**src/rtl/mem_arbiter.sv**
```systemverilog
// Arbiter sharing one single-port memory between instruction fetch and load/store.
// Each access runs through a short FSM: SERVE drives the memory, and RESP pulses ready.
module mem_arbiter #(
    parameter int ADDR_W     = 6,
    parameter int DATA_W     = 32,
    parameter bit D_PRIORITY = 1'b1
) (
    input  logic              clk,
    input  logic              rst,
    input  logic              if_req,
    input  logic [ADDR_W-1:0] if_addr,
    output logic              if_ready,
    output logic [DATA_W-1:0] if_rdata,
    input  logic              d_req,
    input  logic              d_we,
    input  logic [ADDR_W-1:0] d_addr,
    input  logic [DATA_W-1:0] d_wdata,
    output logic              d_ready,
    output logic [DATA_W-1:0] d_rdata,
    output logic [ADDR_W-1:0] mem_addr,
    output logic              mem_we,
    output logic [DATA_W-1:0] mem_wdata,
    input  logic [DATA_W-1:0] mem_rdata,
    output logic              busy
);

    typedef enum logic [2:0] {
        IDLE,
        SERVE_IF,
        SERVE_D,
        RESP_IF,
        RESP_D
    } state_t;

    state_t state;

    // The memory-side outputs are the request latch: loaded on grant, held through SERVE.
    always_ff @(posedge clk) begin
        if (rst) begin
            state     <= IDLE;
            if_ready  <= 1'b0;
            d_ready   <= 1'b0;
            busy      <= 1'b0;
            mem_addr  <= '0;
            mem_we    <= 1'b0;
            mem_wdata <= '0;
            if_rdata  <= '0;
            d_rdata   <= '0;
        end else begin
            state     <= IDLE;
            if_ready  <= 1'b0;
            d_ready   <= 1'b0;
            busy      <= 1'b0;
            mem_addr  <= '0;
            mem_we    <= 1'b0;
            mem_wdata <= '0;
            case (state)
                IDLE: begin
                    if (d_req && (!if_req || D_PRIORITY)) begin
                        state     <= SERVE_D;
                        busy      <= 1'b1;
                        mem_addr  <= d_addr;
                        mem_we    <= d_we;
                        mem_wdata <= d_we ? d_wdata : '0;
                    end else if (if_req) begin
                        state    <= SERVE_IF;
                        busy     <= 1'b1;
                        mem_addr <= if_addr;
                    end
                end
                SERVE_IF: begin
                    if_rdata <= mem_rdata;
                    if_ready <= 1'b1;
                    busy     <= 1'b1;
                    state    <= RESP_IF;
                end
                SERVE_D: begin
                    if (!mem_we) begin
                        d_rdata <= mem_rdata;
                    end
                    d_ready <= 1'b1;
                    busy    <= 1'b1;
                    state   <= RESP_D;
                end
                // Only the other port may win here, which forces alternation under contention.
                RESP_IF: begin
                    if (d_req) begin
                        state     <= SERVE_D;
                        busy      <= 1'b1;
                        mem_addr  <= d_addr;
                        mem_we    <= d_we;
                        mem_wdata <= d_we ? d_wdata : '0;
                    end
                end
                RESP_D: begin
                    if (if_req) begin
                        state    <= SERVE_IF;
                        busy     <= 1'b1;
                        mem_addr <= if_addr;
                    end
                end
                default: state <= IDLE;
            endcase
        end
    end

endmodule

```
**config.mk**
```make
export PLATFORM = sky130hd
export DESIGN_NAME = mem_arbiter
export DESIGN_NICKNAME = d
export VERILOG_FILES = /design/src/rtl/mem_arbiter.sv
export SDC_FILE = /design/constraint.sdc
export NUM_CORES = 1
export LEC_CHECK = 0
export BUFFER_PORTS_ARGS = -buffer_cell sky130_fd_sc_hd__buf_2
export CORE_MARGIN = 3
export CORE_UTILIZATION = 45
export CTS_BUF_LIST = sky130_fd_sc_hd__clkbuf_4 sky130_fd_sc_hd__clkbuf_8 sky130_fd_sc_hd__clkbuf_16
export CTS_CLUSTER_DIAMETER = 120
export DETAILED_ROUTE_END_ITERATION = 10
export GPL_TIMING_DRIVEN = 0
export PLACE_DENSITY = 0.79
export SKIP_CTS_REPAIR_TIMING = 1
export SYNTH_ARGS = -nofsm -noshare
export SYNTH_HDL_FRONTEND = slang
export SYNTH_SLANG_ARGS = --single-unit
export TNS_END_PERCENT = 1
```
**constraint.sdc**
```tcl
create_clock -name clk -period 1.7 [get_ports clk]
set_input_delay 0.17 -clock clk [delete_from_list [all_inputs] [get_ports clk]]
set_output_delay 0.17 -clock clk [all_outputs]
set_load 0.005 [all_outputs]
```
Word level (Yosys, flattened, before mapping)
Cells that the tools add are included.

operators by class
  add/subtract/negate cells = 0
  multiply operators = 0
  divide/modulo/power cells = 0
  magnitude comparators = 0
  equal/unequal tests = 4
  shifts and indexed selects = 0
  mux-type cells = 14
  bitwise operators = 4
  reduce and logical (&&, ||, !) cells = 6

operator list
  cell                                                                   count
  6-bit two-way mux                                                      3
  6-bit case mux with 3 select lines                                     1
  3-bit case mux with 5 select lines                                     1
  3-bit by 2-bit equality test with 1-bit output, second input constant  2
  1-bit two-way mux                                                      6
  2-bit two-way mux                                                      2
  1-bit inverter                                                         4
  1-bit case mux with 4 select lines                                     1
  2-bit OR reduction                                                     2
  4-bit OR reduction                                                     1
  3-bit by 1-bit equality test with 1-bit output, second input constant  1
  3-bit equality test, second input constant                             1
  3-bit zero test                                                        1
  3-bit OR reduction                                                     1
  2-bit AND reduction                                                    1

word-level totals
  bits in registers = 109
  bits in latches = 0
  memory bits (writable) = 0
  ROM bits = 0
  input port bits = 81
  word-level logic and storage cells = 37
  memories kept = 0

Longest topological paths before layout
  word-level depth = 4
  mapped depth = 6
  gate-level depth less buffers = 3

Worst setup path before layout
OpenSTA, ideal clock, no wires.

  path kind = flip-flop to flip-flop
  start = register state[0]
  end = register d_rdata[1]
  library setup time = 0.132 ns
  data arrival time = 1.216 ns
  data required time = 1.568 ns
  setup slack = 0.351 ns
  cell stages (with the launch flop) = 6
  period minus slack after synthesis = 1.349 ns
  path through = dfxtp_1 > or4b_1 > buf_2 > buf_6 > nand2_1 > a21oi_1

on the way
  cells in the longest elaborated chain, start to end = 2

RTL lines
  element                                         line  text
  start, declared                                 35    state_t state;
  start signal, assigned                          40    state <= IDLE;
  start signal, assigned                          50    state <= IDLE;
  start signal, assigned                          60    state <= SERVE_D;
  3-bit by 2-bit equality test with 1-bit output  57    case (state)
  2-bit AND reduction (no source line)            --
  end signal, assigned                            79    d_rdata <= mem_rdata;
  end, declared                                   19    output logic [DATA_W-1:0] d_rdata,

Every way passes these cells.
A chain may end at the register's enable or synchronous reset.

Worst setup path in the final report
  start = register state[2]
  end = register if_rdata[19]

on the way
  cells in the longest elaborated chain, start to end = 1

RTL lines
  element                                         line  text
  3-bit by 1-bit equality test with 1-bit output  57
  end signal, assigned                            72    if_rdata <= mem_rdata;
  end, declared                                   13    output logic [DATA_W-1:0] if_rdata,

Every way passes these cells.

==> impl_metrics.yaml <==
status:
  status: "complete, no violations"
place:
  gp_congestion: 0.829
  port_buffers: 185
  dpl_worst_slack_ns: 0.0564
  dp_hpwl_mm: 7.84
  postPlaceCellArea_um2: 4840
final_layout:
  syn_to_final_growth_pct: 35.2
  drive_above_1_share: 0.371
  diodes: 0
  final_cell_mix: "buf_2 (194), dfxtp_1 (109), nand2_1 (71)"
  layout_commonest_cell: "buf_2"
  final_area_um2: 5120
  fin_nets: 667
timing:
  rsz0062_at_grt: "false"
  drv_slew: 0
  fmax_ghz: 0.645
  skew_ns: 0.0160
  fin_ws_ns: 0.150
  finalSetupTns_ns: 0
  finalSetupViolCount: 0
  fin_crit_ns: 1.55
  worst_slew_pin_slew_ns: 0.520
  slew_headroom: 0.653
  final_hold_viol_count: 0
  period_share: 0.912
synthesis:
  async_reset_ff_frac: 0
  yosysUniqueCellTypes: 28
  synth_edf_count: 0
  syn_area_um2: 3780
  synth_nets: 466
  yosys_warnings: 0
  yosysSeqAreaShare: 0.577
  synth_seq_cells: 109
  synthCells: 385
  syn_area_per_cell_um2: 9.83
  ys.flop_type: "dfxtp_1"
worst_setup_path:
  r2r_start: "state[2]"
  crit_path_top_delay_cell: "dfxtp_1"
  cp.arrival_ns: 1.79
  r2r_cells: 6
  cp_cell_sequence: "buf_2 > nor3b_1 > buf_4 > buf_6 > mux2i_1 > nor2_1"
  critPathMaxStageDelay_ns: 0.36
  required_ns: 1.94
  regToRegEndpoint: "if_rdata[19]"
  cp_max_fo: 10
  startpoint: "state[2]"
  crit_type: "reg -> reg"
  cp-end-kind: "flip-flop"
  ff2ff_setup_slack_ns: 0.15
  cp-start-kind: "flip-flop"
clock_tree:
  cts_buffers: 9
  htreeDepth: 3
  clk_pin_slew_ns: 0.11
  cts_tree: "built"
  clockRootBuffer: "clkbuf_8"
  insertion_delay_ns: 0.36
  clkSinkCount: 109
  cts_buffer_depth: 2
routing:
  via_per_inst: 4.88
  drt_iter0_drc: 69
  drt_first_pass_iters: 4
  wirelength_mm: 10.1
  ant_nets: 0
  vias: 3385
  post_drt_wl_per_cell_um: 14.6
  drc: 0
worst_hold_path:
  worstHoldPathCells: 2
  min_path_type: "in -> reg"
  hold_path_startpoint: "d_wdata[21]"
  hold_end: "mem_wdata[21]"
power_and_ir_drop:
  leakage_nw: 2.45
  power_density_nw_per_um2: 1000
  intPower_mw: 3.87
  power_frac_comb: 0.138
  switching_share: 0.246
  clkPwrFrac: 0.327
  ir_drop_v: 0.000534
  net-switching-power_mw: 1.26
  sequentialPowerShare: 0.535
floorplan:
  die_y_um: 97.7
  start_util: 0.477
  die_width_um: 97.7
  die_area_um2: 9550
  io-pin-count: 187
  core_um2: 7930
  rows: 32
grt:
  grt_pass1_wl_mm: 15.9
  antenna_found_initial: 0
  grt_pass1_vias: 3372
  grt_use_total: 0.206
  gr-total-overflow: 0
  grt_max_degree: 18
run:
  cap_violations: 0
==> cells in the mapped netlist (all sizes together), types with 2 or more instances <==
library cell / instances / area (µm²)
nor2b: 4 / 25.0
nand3b: 6 / 45.0
a21o: 6 / 45.0
a21oi: 40 / 200
buf: 17 / 124
and2: 32 / 200
o21bai: 4 / 30.0
a22oi: 6 / 45.0
nor4b: 2 / 38.8
nand2: 71 / 267
clkbuf: 11 / 41.3
dfxtp: 109 / 2180
mux2i: 32 / 320
nor2: 33 / 124
nor3b: 3 / 22.5
==> power by group through the flow <==
stage	sequential (mW)	clock, mW	combinational (mW)
finish	2.75	1.68	0.710
global route	2.76	1.83	0.788
CTS	2.75	1.71	0.706
detailed placement	2.80	0	0.704
global placement	2.80	0	0.682
floorplan	2.81	0	0.360
==> metal layers <==
| layer | vias to the layer above | wire length, µm | track usage |
|---|---|---|---|
| met4 | 0 | 142 | 0.0788 |
| met2 | 137 | 4990 | 0.356 |
| met1 | 1575 | 4120 | 0.235 |
| met5 | - | 0 | 0 |
| li1 | 1663 | - | - |
| met3 | 10 | 875 | 0.0682 |
==> state kept, by name, summed over array words and instances (netlist names) <==
register and flops:
mem_wdata 32, mem_addr 6, mem_we 1, if_ready 1, d_ready 1, d_rdata 32
if_rdata 32, state 3, busy 1
==> cell families after synthesis <==
kind of cell / Yosys count / synth area share
xor+xnor: 1 / 0.00231
simple gates: 158 / 0.206
flops: 109 / 0.577
buf+inv: 28 / 0.0436
compound gates: 57 / 0.0866
mux: 32 / 0.0846
==> layout make-up <==
cell class / count / area [µm²]
fillers: 703 / 2810
flip-flops and latches: 109 / 2180
multi-input cells: 248 / 1450
repair buffers: 190 / 976
plain buffers: 28 / 165
clock buffers: 10 / 131
well taps: 102 / 128
clock inverters: 6 / 87.6
==> per-stage QoR <==
| step | total power, mW | util | cells | hold slack (ns) |
|---|---|---|---|---|
| after floorplan | 3.17 | - | 385 | 0.292 |
| after global placement | 3.48 | 0.610 | 672 | 0.368 |
| after detailed placement | 3.51 | 0.610 | 672 | 0.372 |
| after CTS | 5.17 | 0.638 | 688 | -0.00924 |
| after global routing | 5.38 | 0.645 | 693 | 0.00330 |
| final | 5.14 | 0.645 | 693 | 0.0107 |
==> worst max-delay path, delay by kind of cell, from the launching register on <==
family | cells | cell delay (ns)
simple gates | 2 | 0.27
mux | 1 | 0.23
buf+inv | 3 | 0.59
flops | 1 | 0.36
==> worst max-delay path by stage <==
stage | end | cells past startpoint
6_report | if_rdata[19] | 6
5_1_grt | mem_wdata[4] | 4
4_1_cts | d_rdata[30] | 4
3_5_place_dp | d_rdata[25] | 4
3_3_place_gp | d_rdata[19] | 4
2_1_floorplan | d_rdata[1] | 5
Power figures use the tool's default switching activity.
